[config.mk]
export PLATFORM = sky130hd
export DESIGN_NAME = systolic_pe_param
export DESIGN_NICKNAME = d
export VERILOG_FILES = /design/src/rtl/systolic_pe_param.sv
export SDC_FILE = /design/constraint.sdc
export NUM_CORES = 1
export LEC_CHECK = 0
export ABC_AREA = 1
export CAP_MARGIN = 20
export CORE_MARGIN = 3
export CORE_UTILIZATION = 62
export DETAILED_ROUTE_END_ITERATION = 10
export PLACE_DENSITY = 0.85
export SLEW_MARGIN = 20
export SYNTH_ARGS = -nofsm -noshare
export SYNTH_HDL_FRONTEND = slang
export SYNTH_SLANG_ARGS = --single-unit
[constraint.sdc]
create_clock -name clk30x -period 10.3 [get_ports clk30x]
set_clock_uncertainty 0.2 [all_clocks]
set_input_delay 2.06 -clock clk30x [delete_from_list [all_inputs] [get_ports clk30x]]
set_output_delay 2.06 -clock clk30x [all_outputs]
set_load 0.005 [all_outputs]
[src/rtl/systolic_pe_param.sv]
// systolic_pe_param: one processing element of a parametrised systolic filter.
// Each accepted sample is multiplied by a per-tap coefficient with a bit-serial
// signed shift-add multiplier. The product is rounded and saturated, then
// accumulated over a frame of NTAPS samples. The accumulator restarts on the
// tap selected by phase, and frame_done flags the last tap of each frame.
module systolic_pe_param #(
  parameter int WORDLENGTH = 16,
  parameter int FRACBITS   = 14,
  parameter int NTAPS      = 8,
  parameter int IDXW       = 4
) (
  input  logic                         clk30x,
  input  logic                         reset,
  input  logic                         clear,
  input  logic                         in_valid,
  output logic                         in_ready,
  input  logic signed [WORDLENGTH-1:0] inputword,
  input  logic        [IDXW-1:0]       phase,
  input  logic                         coeff_we,
  input  logic        [IDXW-1:0]       coeff_addr,
  input  logic signed [WORDLENGTH-1:0] coeff_data,
  output logic signed [WORDLENGTH-1:0] outputword,
  output logic                         out_valid,
  output logic                         frame_done
);

  localparam int W    = WORDLENGTH;
  localparam int PW   = 2 * WORDLENGTH;
  localparam int CNTW = (W > 1) ? $clog2(W) : 1;

  // Rounding constant (one half LSB of the result) and W-bit limits.
  localparam logic signed [PW-1:0] RND_HALF = PW'(64'd1 << (FRACBITS - 1));
  localparam logic signed [PW-1:0] PMAX = {{(W+1){1'b0}}, {(W-1){1'b1}}};
  localparam logic signed [PW-1:0] PMIN = {{(W+1){1'b1}}, {(W-1){1'b0}}};
  localparam logic signed [W-1:0]  WMAX = {1'b0, {(W-1){1'b1}}};
  localparam logic signed [W-1:0]  WMIN = {1'b1, {(W-1){1'b0}}};

  typedef enum logic [1:0] {IDLE, MUL, ACC, OUT} state_t;

  state_t state, state_nx;

  logic [NTAPS-1:0][W-1:0] coeff;
  logic signed [W-1:0]     coeff_rd;
  logic [IDXW-1:0]         coeff_sel;

  logic [IDXW-1:0]         idx, idx_inc, last_idx;
  logic [IDXW:0]           ph_sum;

  logic signed [PW-1:0]    mcand, prod, prod_rnd, rnd;
  logic [W-1:0]            mplier;
  logic [CNTW-1:0]         cnt;
  logic                    last_bit;

  logic signed [W-1:0]     p, acc, acc_sat;
  logic signed [W:0]       sum;

  logic                    accept, emit, acc_load;

  // State register.
  always_ff @(posedge clk30x or posedge reset) begin
    if (reset) state <= IDLE;
    else       state <= state_nx;
  end

  // Next-state logic; clear always returns to IDLE and aborts any work.
  always_comb begin
    state_nx = state;
    if (clear) begin
      state_nx = IDLE;
    end else begin
      case (state)
        IDLE:    if (in_valid) state_nx = MUL;
        MUL:     if (last_bit) state_nx = ACC;
        ACC:     state_nx = OUT;
        OUT:     state_nx = in_valid ? MUL : IDLE;
        default: state_nx = IDLE;
      endcase
    end
  end

  // FSM outputs. OUT also accepts, so a held in_valid gives one sample per
  // WORDLENGTH+2 cycles; that accept reads the coefficient of the next tap.
  always_comb begin
    in_ready  = (state == IDLE) || (state == OUT);
    accept    = in_ready && in_valid && !clear;
    emit      = (state == OUT) && !clear;
    acc_load  = (state == ACC) && !clear;
    coeff_sel = (state == OUT) ? idx_inc : idx;
  end

  // Tap index bookkeeping: wrap-around increment and last tap of the frame.
  always_comb begin
    idx_inc  = (idx == IDXW'(NTAPS - 1)) ? '0 : idx + 1'b1;
    ph_sum   = {1'b0, phase} + (IDXW+1)'(NTAPS - 1);
    last_idx = (ph_sum >= (IDXW+1)'(NTAPS)) ? IDXW'(ph_sum - (IDXW+1)'(NTAPS))
                                              : IDXW'(ph_sum);
  end

  // Coefficient read mux; guarded compare keeps out-of-range indices at zero.
  always_comb begin
    coeff_rd = '0;
    for (int i = 0; i < NTAPS; i++)
      if (coeff_sel == IDXW'(i)) coeff_rd = coeff[i];
  end

  // Coefficient file; writes land at the edge, so a same-edge accept sees the old value.
  always_ff @(posedge clk30x or posedge reset) begin
    if (reset) begin
      coeff <= '0;
    end else if (coeff_we) begin
      for (int i = 0; i < NTAPS; i++)
        if (coeff_addr == IDXW'(i)) coeff[i] <= coeff_data;
    end
  end

  assign last_bit = (cnt == CNTW'(W - 1));

  // Bit-serial signed multiplier: one partial product per MUL cycle, LSB
  // first. The sign bit of the multiplier carries weight -2^(W-1), so the last
  // partial product is subtracted, which keeps -2^(W-1) operands exact.
  always_ff @(posedge clk30x or posedge reset) begin
    if (reset) begin
      mcand  <= '0;
      mplier <= '0;
      prod   <= '0;
      cnt    <= '0;
    end else if (accept) begin
      mcand  <= {{W{coeff_rd[W-1]}}, coeff_rd};
      mplier <= inputword;
      prod   <= '0;
      cnt    <= '0;
    end else if (state == MUL) begin
      if (mplier[0]) prod <= last_bit ? prod - mcand : prod + mcand;
      mcand  <= mcand <<< 1;
      mplier <= mplier >> 1;
      cnt    <= cnt + 1'b1;
    end
  end

  // Round half up, arithmetic shift, saturate product and accumulate sum to W bits.
  always_comb begin
    prod_rnd = prod + RND_HALF;
    rnd      = prod_rnd >>> FRACBITS;
    if (rnd > PMAX)      p = WMAX;
    else if (rnd < PMIN) p = WMIN;
    else                 p = rnd[W-1:0];
    sum = {acc[W-1], acc} + {p[W-1], p};
    if (sum[W] != sum[W-1]) acc_sat = sum[W] ? WMIN : WMAX;
    else                    acc_sat = sum[W-1:0];
  end

  // Accumulator: restarts on the phase tap, otherwise adds with saturation.
  always_ff @(posedge clk30x or posedge reset) begin
    if (reset)         acc <= '0;
    else if (acc_load) acc <= (idx == phase) ? p : acc_sat;
  end

  // Output register, completion pulses and tap index advance.
  always_ff @(posedge clk30x or posedge reset) begin
    if (reset) begin
      outputword <= '0;
      out_valid  <= 1'b0;
      frame_done <= 1'b0;
      idx        <= '0;
    end else begin
      out_valid  <= 1'b0;
      frame_done <= 1'b0;
      if (clear) begin
        idx <= '0;
      end else if (emit) begin
        outputword <= acc;
        out_valid  <= 1'b1;
        frame_done <= (idx == last_idx);
        idx        <= idx_inc;
      end
    end
  end

endmodule

==> flow_summary_export.csv, run 1 <==
group,metric,value,unit
worst_setup_path,cp_slowest_stage_delay,0.67,ns
power,p_per_area,302,mW/mm^2
yosys,mappedNetlistArea,0.0153,sq mm
yosys,synth_seq_area_share,0.412,
worst_setup_path,critPathLaunchType,"register",
worst_setup_path,crit_arrival,5.10,ns
placed_design,dp.cells,2417,
timing,fmaxAchievable,0.204,GHz
yosys,synthSimpleGateAreaFrac,0.279,
floorplan,die_height,163,microns
timing,tightestPinTransition,1.03,ns
global_routing,grt_pass1_wl,67.8,mm
global_routing,antenna_found_initial,2,
flow_run,drv_cap,0,
power,leakage,8.49,nW
global_routing,grt.overflow.total,0,
yosys,avgSynthCellArea,7.28,sq um
floorplan,fp-row-count,56,
layout,layout.nets,2231,
clock_network,cts_setup_buffers,0,
global_routing,track_usage,0.310,
worst_setup_path,worstPathMaxFanout,21,
floorplan,fp.dieW,163,microns
route,drt_wl_total,40.8,mm
yosys,synth_xor_area_frac,0.0361,
floorplan,die_area,0.0266,sq mm
power,vdd_ir_drop_max,259,uV
yosys,yosys_warnings,0,
route,drt_iter0_markers,1284,
clock_network,ctsResizeCount,0,
global_routing,grt_pass1_vias,14000,
worst_setup_path,r2r_setup_slack,5.40,ns
timing,slew_headroom,0.313,
layout,num-fill-cells,1901,
power,power,5.14,mW
timing,rsz0062_at_grt,"false",
worst_setup_path,critPathBufInv,4,
yosys,synth_edf_count,0,
clock_network,cts_max_level,1,
route,drt-vias-per-instance,5.83,
worst_setup_path,crit_type,"register to register",
floorplan,core,0.0239,sq mm
layout,area_delta_synth_final,11.3,%
outcome,status,"completed",
yosys,synthFlopType,"dfrtp_1",
layout,fin_cells,2468,
placed_design,routabilityCongestion,1.04,
clock_network,cts_max_path_buffers,3,
clock_network,clk-insertion-delay-late,0.55,ns
timing,drv_slew,0,
clock_network,path_clk_slew,0.06,ns
timing,fin_crit_sh,0.476,
clock_network,numCtsBuffers,27,
placed_design,portBuffers,63,
clock_network,clkSinkCount,252,
timing,final-hold-violation-count,0,
route,dr_total_vias,14400,
clock_network,clockRootBuffer,"clkbuf_16",
route,post_drt_wl_per_cell,16.5,microns
route,drc,0,
route,ant_nets,0,
worst_setup_path,cpLargestDelayFamily,"compound AO/OA/AOI/OAI gates",
timing,setup-tns-final,0,ns
placed_design,hpwl,28.5,mm
worst_hold_path,hold_class,"register to register",
global_routing,grt_max_degree,113,
worst_setup_path,cp-end-kind,"register",
yosys,synth_cell_type_count,47,
yosys,ys_ff_latch,252,
floorplan,initial_utilization,0.640,
layout,drive_gt1_frac,0.0461,
yosys,syn_inst,2102,
yosys,synth_nets,2206,
route,first_pass_iters,7,
floorplan,ios,64,
yosys,synth_fa_ha_area_frac,0.0492,
yosys,synth_compound_area_frac,0.148,
worst_setup_path,critical_path.cell_chain,"ha_1 > inv_1 > nor3_1 > buf_4 > inv_1 > o21ai_0 > fa_1 > inv_1 > nand2_1 > o21ai_0 > a21boi_0 > o21ai_0 > nand2_1 > nand2_1 > a21oi_1 > o21ai_0 > o21ai_0",
worst_setup_path,worstPathRequired,10.50,ns
timing,layout_min_cycle_time,4.90,ns
worst_setup_path,cpMostUsedCell,"o21ai_0",
clock_network,hold_buffers,0,
yosys,synth_mux_area_frac,0,
worst_setup_path,cp_slowest_cell,"o21ai_0",
yosys,synth_top_family_by_area,"simple AND/OR/NAND/NOR gates",
yosys,synthArstFlopShare,1.00,
timing,setup_viol,0,
clock_network,cts_tree,"yes",
logic make-up after synthesis:
| family | after synthesis |
|---|---|
| adder cells (fa/ha/maj) | 59 |
| AND/OR/NAND/NOR | 1026 |
| buffers and inverters | 293 |
| flip-flops | 252 |
| AO/OA/AOI/OAI | 409 |
| XOR/XNOR | 63 |
cell usage after synthesis, types with 4 or more instances:
| cell | count | area, sq um |
|---|---|---|
| nand2_1 | 615 | 2310 |
| xnor2_1 | 14 | 123 |
| nor4_1 | 6 | 37.5 |
| o211ai_1 | 7 | 52.6 |
| nand3b_1 | 9 | 67.6 |
| nand4_1 | 27 | 169 |
| o22ai_1 | 4 | 25.0 |
| clkbuf_1 | 52 | 195 |
| a21oi_2 | 10 | 87.6 |
| buf_6 | 4 | 45.0 |
| nor3_1 | 22 | 110 |
| inv_2 | 6 | 22.5 |
| o311ai_0 | 8 | 70.1 |
| nand2_2 | 4 | 25.0 |
| nand3_1 | 157 | 786 |
| buf_2 | 14 | 70.1 |
| inv_1 | 209 | 785 |
| ha_1 | 57 | 713 |
| o21bai_1 | 9 | 67.6 |
| xor2_1 | 49 | 429 |
| nor2_2 | 6 | 37.5 |
| o31ai_1 | 6 | 45.0 |
| nor2_1 | 169 | 634 |
| dfrtp_1 | 252 | 6310 |
| o21ai_0 | 227 | 1140 |
| a21oi_1 | 107 | 536 |
| a31oi_1 | 16 | 100 |
through the flow:
stage	utilization	hold slack [ns]	setup WS [ns]	area [sq um]
global route	0.713	0.297	5.16	17000
detailed placement	0.673	0.259	5.21	16100
global placement	0.672	0.253	4.69	16100
finish	0.713	0.269	5.40	17000
CTS	0.711	0.269	5.64	17000
floorplan	-	0.234	1.11	15300
where the power goes:
part           switching [mW]  leakage (nW)  internal (mW)
clock network           0.412         0.454          0.593
registers               0.280          3.21           1.30
logic                    1.66          4.82          0.899
total                    2.35          8.49           2.79
registers in the layout (all words and copies together) (netlist names):
| signal | cells |
|---|---|
| idx | 4 |
| mcand | 32 |
| out_valid | 1 |
| acc | 16 |
| state | 2 |
| cnt | 4 |
| frame_done | 1 |
| outputword | 16 |
| coeff | 128 |
| prod | 32 |
| mplier | 16 |
layout make-up:
type	instances	area, sq um	area share
Antenna cell	1	2.50	0.000147
Clock inverter	10	120	0.00705
Sequential cell	252	6310	0.370
Tap cell	319	399	0.0234
Inverter	218	826	0.0485
Clock buffer	40	805	0.0472
Multi-Input combinational cell	1557	7870	0.462
Timing Repair Buffer	71	698	0.0410
per-layer routing:
| layer | track usage | vias to the layer above | share of wire |
|---|---|---|---|
| li1 | - | 6928 | - |
| met1 | 0.399 | 6755 | 0.41 |
| met2 | 0.520 | 582 | 0.48 |
| met3 | 0.0495 | 131 | 0.070 |
| met4 | 0.135 | 2 | 0.044 |
| met5 | 0.00189 | - | 0.00032 |
layout by cell type, fill, tap and decap left out, types with 4 or more instances in the layout:
cell type / n
o311ai_0: 8
nor4_1: 6
nand2_2: 4
ha_1: 57
nand2_1: 615
inv_1: 208
clkbuf_8: 8
a21oi_2: 10
a31oi_1: 16
clkbuf_1: 5
inv_2: 6
nor2_2: 7
nand3_1: 153
o21bai_1: 9
nand3_2: 7
xor2_1: 49
clkdlybuf4s50_1: 63
dfrtp_1: 252
o21ai_0: 227
buf_4: 7
nor2_1: 168
o22ai_1: 4
a21oi_1: 107
o31ai_1: 6
nor3_1: 21
nand3b_1: 9
clkinv_2: 5
nand4_1: 27
xnor2_1: 14
o211ai_1: 7
clkbuf_16: 27
tightest hold or removal path, cell delays in order, from the launching register on:
cell and delay [ns]:
dfrtp_1 0.34, nand2_1 0.06, nand2_1 0.05
final timing paths:
check                              startpoint             to  cells after the start
worst max-delay path                   cnt[0]       prod[16]                     17
worst min-delay path            outputword[2]  outputword[2]                      2
worst max register to register         cnt[0]       prod[16]                     17
worst min register to register  outputword[2]  outputword[2]                      2
max in group asynchronous               reset      coeff[67]                      3
min in group asynchronous               reset      coeff[28]                      2
Note: power is estimated with default switching activity, not from simulation.
==> run 2, diff against run 1 <==
CORE_UTILIZATION = 56   (was 62)
PLACE_DENSITY = 0.81   (was 0.85)
clock period = 4.4 ns   (was 10.3 ns; I/O delays follow)
==> run 2 against run 1 <==
  * Cell area up 1.1%
  * Utilization fell by 6.1 points
  * Count of clock-buffer cells in the layout decreased by 1
  * Critical path depth is 2 higher
  * Register-to-register slack worse by 5.1 ns
==> flow_summary_export.csv, run 2 (synthesized netlist as in run 1, its figures left out) <==
group,metric,value,unit
timing,tightestPinTransition,1.12,ns
worst_setup_path,critPathLaunchType,"register",
flow_run,drv_cap,0,
route,dr_total_vias,14600,
placed_design,portBuffers,63,
global_routing,grt_pass1_wl,69.8,mm
layout,largest_reg_flops,128,
route,ant_nets,0,
layout,area_delta_synth_final,12.5,%
timing,slew_headroom,0.249,
timing,setup-tns-final,0,ns
worst_setup_path,worstPathMaxFanout,6,
layout,multi_input_area,0.00785,sq mm
power,p_switching,5.51,mW
timing,fmaxAchievable,0.246,GHz
power,pwr-share-comb,0.502,
global_routing,antenna_found_initial,0,
worst_setup_path,cp_slowest_cell,"dfrtp_1",
layout,layout_commonest_cell,"nand2_1",
layout,antenna_cells,0,
worst_hold_path,hold_class,"register to register",
timing,final-hold-violation-count,0,
timing,rsz0062_at_grt,"false",
clock_network,clockRootBuffer,"clkbuf_16",
worst_setup_path,reg2reg_from,"mcand[0]",
power,p_per_area,706,mW/mm^2
worst_setup_path,worstPathRequired,4.68,ns
floorplan,ios,64,
layout,top_regs,"coeff (128), mcand (32), prod (32)",
floorplan,core,0.0264,sq mm
worst_hold_path,min_from,"outputword[10]",
floorplan,die_height,171,microns
power,clock_power_share,0.194,
worst_setup_path,cpLargestDelayFamily,"simple AND/OR/NAND/NOR gates",
layout,fin_cells,2501,
floorplan,initial_utilization,0.579,
placed_design,routabilityCongestion,0.995,
worst_setup_path,cp_slowest_stage_delay,0.43,ns
power,intPower,6.64,mW
floorplan,die_area,0.0293,sq mm
worst_setup_path,r2r_cells,19,
power,vdd_ir_drop_max,378,uV
timing,fin_crit_sh,0.926,
timing,whs,0.265,ns
floorplan,fp-row-count,59,
placed_design,dp.cells,2453,
route,drt_wl_total,42.3,mm
clock_network,cts_max_level,1,
clock_network,clkSinkCount,252,
clock_network,numCtsBuffers,28,
worst_setup_path,critPathBufInv,1,
outcome,status,"completed",
worst_setup_path,r2r_end,"prod[23]",
clock_network,cts_setup_buffers,0,
clock_network,ctsResizeCount,0,
worst_setup_path,critical_path.cell_chain,"inv_1 > ha_1 > nand3_1 > nor2_1 > nand2_1 > o21ai_0 > nand2_1 > xnor2_1 > ha_1 > a21oi_1 > nor2_1 > nor2_1 > o21ai_0 > nand3b_1 > nand2_1 > nand2_1 > a21oi_1 > o21ai_0 > nand2_1",
global_routing,grt_max_degree,118,
placed_design,hpwl,29.2,mm
worst_setup_path,r2r_setup_slack,0.33,ns
route,post_drt_wl_per_cell,16.9,microns
floorplan,fp.dieW,171,microns
worst_setup_path,cpMostUsedCell,"nand2_1",
layout,drive_gt1_frac,0.0512,
worst_setup_path,crit_arrival,4.35,ns
route,drt_iter0_markers,1417,
route,drt-vias-per-instance,5.83,
timing,layout_min_cycle_time,4.07,ns
layout,seqCellArea,0.00631,sq mm
power,leakage,8.59,nW
route,first_pass_iters,5,
layout,regMostFlops,"coeff",
worst_setup_path,cp-end-kind,"register",
power,swShare,0.453,
clock_network,cts_max_path_buffers,3,
layout,layout.nets,2253,
clock_network,clk-insertion-delay-late,0.58,ns
worst_hold_path,holdPathStages,2,
global_routing,grt_pass1_vias,14000,
timing,drv_slew,0,
global_routing,grt.overflow.total,0,
power,p_seq_frac,0.303,
clock_network,cts_tree,"yes",
worst_setup_path,crit_type,"register to register",
clock_network,path_clk_slew,0.06,ns
route,drc,0,
clock_network,hold_buffers,0,
timing,setup_viol,0,
worst_hold_path,worstHoldEndpoint,"outputword[10]",
global_routing,track_usage,0.291,
layout,final_cell_mix,"nand2_1, dfrtp_1, o21ai_0",
layout,num-fill-cells,2255,
run 2: metrics by stage:
step	setup WS, ns	total power, mW	utilization	area, sq um
after detailed placement	0.178	9.61	0.615	16300
after global routing	0.0542	13.2	0.651	17200
after global placement	0.329	9.47	0.615	16300
after CTS	0.123	12.0	0.650	17200
after floorplan	0.00433	7.92	-	15300
final	0.328	12.2	0.651	17200
run 2: worst min-delay path: stages (launching register included):
cell     delay, ns
dfrtp_1       0.34
nand2_1       0.05
nand2_1       0.04
run 2: worst max path at each step:
stage,from,endpoint,slack (ns),cells after the start
after floorplan,reset,acc[0],0.004,1
after global placement,prod[14],acc[3],0.33,26
after detailed placement,prod[14],acc[14],0.18,26
after CTS,prod[14],acc[10],0.12,26
after global routing,cnt[0],prod[21],0.05,24
final,mcand[0],prod[23],0.33,19
run 2: layer usage:
| layer | track usage | vias up | part of all wire |
|---|---|---|---|
| li1 | - | 6976 | - |
| met1 | 0.392 | 6947 | 0.43 |
| met2 | 0.484 | 552 | 0.47 |
| met3 | 0.0382 | 102 | 0.068 |
| met4 | 0.108 | 0 | 0.035 |
| met5 | 0 | - | 0 |
run 2: final cells by class:
| class | count | area share |
|---|---|---|
| multi-input combinational | 1557 | 0.456 |
| sequential | 252 | 0.366 |
| timing repair buffer | 92 | 0.0519 |
| inverter | 218 | 0.0477 |
| clock buffer | 39 | 0.0454 |
| tap | 335 | 0.0243 |
| clock inverter | 8 | 0.00814 |
run 2: power groups by stage:
stage	Clock [mW]	Combinational [mW]	Sequential [mW]
finish	2.36	6.11	3.68
global route	2.51	6.88	3.77
CTS	2.40	5.97	3.67
detailed placement	0	5.92	3.69
global placement	0	5.80	3.66
floorplan	0	4.40	3.51
==> run 3, diff against run 2 <==
CORE_UTILIZATION = 50   (was 56)
PLACE_DENSITY = 0.74   (was 0.81)
==> run 3 against run 2 <==
  * Setup slack better by 0.12 ns
  * Global-route usage decreased by 3.1 points
  * Final cell count is 2.9% higher
  * Sequential power about the same
  * Via count fell by 2.9%
  * Critical path depth grew 5
  * Non-clock buffer count rose by 14
  * Critical endpoint is now acc[1]
  * Largest cell class unchanged
==> flow_summary_export.csv, run 3 (synthesized netlist as in run 1, its figures left out) <==
group,metric,value,unit
timing,rsz0062_at_grt,"false",
worst_setup_path,crit_type,"register to register",
power,vdd_ir_drop_max,423,uV
worst_setup_path,cp-end-kind,"register",
timing,setup_viol,0,
clock_network,cts_tree,"yes",
power,p_per_area,706,mW/mm^2
layout,drive_gt1_frac,0.0596,
layout,final_core_util,0.587,
layout,regMostFlops,"coeff",
power,leakage,8.71,nW
timing,slew_headroom,0.287,
timing,tightestPinTransition,1.07,ns
route,drt-vias-per-instance,5.50,
worst_setup_path,critPathLaunchType,"register",
clock_network,cts_max_path_buffers,3,
layout,top_regs,"coeff (128), mcand (32), prod (32)",
timing,layout_min_cycle_time,3.95,ns
worst_hold_path,hold_class,"register to register",
global_routing,grt_pass1_wl,71.0,mm
clock_network,clk-insertion-delay-late,0.58,ns
clock_network,cts_max_level,1,
floorplan,fp.dieW,181,microns
route,first_pass_iters,5,
placed_design,postPlaceCellArea,0.0164,sq mm
placed_design,hpwl,30.7,mm
global_routing,grt.overflow.total,0,
outcome,status,"completed",
route,drc,0,
route,dr_total_vias,14200,
route,ant_nets,0,
route,post_drt_wl_per_cell,16.7,microns
floorplan,die_height,181,microns
global_routing,antenna_found_initial,0,
worst_setup_path,worstPathRequired,4.62,ns
global_routing,grt_max_degree,48,
timing,setup-tns-final,0,ns
floorplan,ios,64,
layout,layout_commonest_cell,"nand2_1",
floorplan,initial_utilization,0.512,
flow_run,drv_cap,0,
timing,final-hold-violation-count,0,
layout,area_delta_synth_final,14.6,%
floorplan,core,0.0299,sq mm
timing,fmaxAchievable,0.253,GHz
clock_network,numCtsBuffers,28,
route,drt_wl_total,43.0,mm
global_routing,track_usage,0.260,
global_routing,grt_pass1_vias,13800,
layout,num-fill-cells,2716,
timing,whs,0.272,ns
timing,fin_crit_sh,0.899,
layout,largest_reg_flops,128,
layout,antenna_cells,0,
placed_design,portBuffers,63,
timing,drv_slew,0,
layout,layout.nets,2267,
clock_network,path_clk_slew,0.06,ns
floorplan,fp-row-count,63,
clock_network,clkSinkCount,252,
layout,final_cell_mix,"nand2_1, dfrtp_1, o21ai_0",
clock_network,clockRootBuffer,"clkbuf_16",
worst_setup_path,crit_arrival,4.18,ns
worst_setup_path,worstPathMaxFanout,13,
floorplan,die_area,0.0327,sq mm
route,drt_iter0_markers,1234,
layout,design_area,0.0175,sq mm
placed_design,routabilityCongestion,0.973,
==> run 3: cell count changes in the layout (fill, tap and decap cells not counted), sizes merged <==
cell / before / now
buf: 29 / 43
bufinv: 3 / 5
clkinvlp: 1 / 3
clkinv: 8 / 7
==> run 3: path summary, 6_finish.rpt <==
path,slack (ns),endpoint,startpoint,cells after the start
max reg2reg,0.45,acc[1],prod[14],24
max,0.45,acc[1],prod[14],24
min in group asynchronous,0.50,idx[3],reset,2
min reg2reg,0.27,outputword[0],outputword[0],2
max in group asynchronous,2.72,mplier[11],reset,4
min,0.27,outputword[0],outputword[0],2
==> run 3: timing repair <==
action / CTS / global route
hold buffers: 0 / 0
setup endpoints to repair: 0 / 16
buffers inserted: 0 / 3
resized for setup: 0 / 6
==> run 3: worst max-delay path: stages (launching register included) <==
cell	delay, ns
dfrtp_1	0.40
ha_1	0.20
nand2_1	0.12
nor2_4	0.14
nand3_1	0.15
nor2_2	0.18
nand3_1	0.10
nand2_2	0.15
inv_2	0.06
o21ai_4	0.10
buf_12	0.15
nand2_1	0.09
ha_1	0.34
a21oi_1	0.28
and2_1	0.17
nand2_1	0.10
nand2_1	0.15
nand2_1	0.08
nand2_1	0.07
nand2_1	0.07
nand3_1	0.07
buf_4	0.23
nand3_1	0.11
nand2_1	0.07
nand2_1	0.06
==> run 3: area by class of cell <==
cell class,count,area [sq um],share of cell area
multi-input cells,1557,7870,0.449
flip-flops and latches,252,6310,0.360
repair buffers,106,1050,0.0597
inverters,218,822,0.0469
clock buffers,39,792,0.0452
well taps,390,488,0.0278
clock inverters,11,210,0.0120
==> run 3: per-layer routing <==
layer	vias to the layer above	global-route usage	wire (microns)	share of wire
li1	6996	-	-	-
met1	6648	0.360	19500	0.45
met2	438	0.428	19800	0.46
met3	77	0.0308	2340	0.054
met4	0	0.0841	1350	0.031
met5	-	0	0	0
==> run 3: power breakdown <==
group	total (mW)	switching [mW]	leakage [nW]	internal (mW)
clock network	2.54	0.987	0.482	1.55
registers	3.69	0.653	3.21	3.04
logic	6.15	3.92	5.02	2.22
==> run 3: metrics by stage <==
stage / power, mW / std cells / setup slack (ns)
after floorplan: 7.92 / 2102 / 0.00433
after global placement: 9.63 / 2516 / 0.315
final: 12.4 / 2573 / 0.446
after detailed placement: 9.69 / 2516 / 0.138
after global routing: 13.4 / 2573 / 0.0542
after CTS: 12.3 / 2566 / 0.109
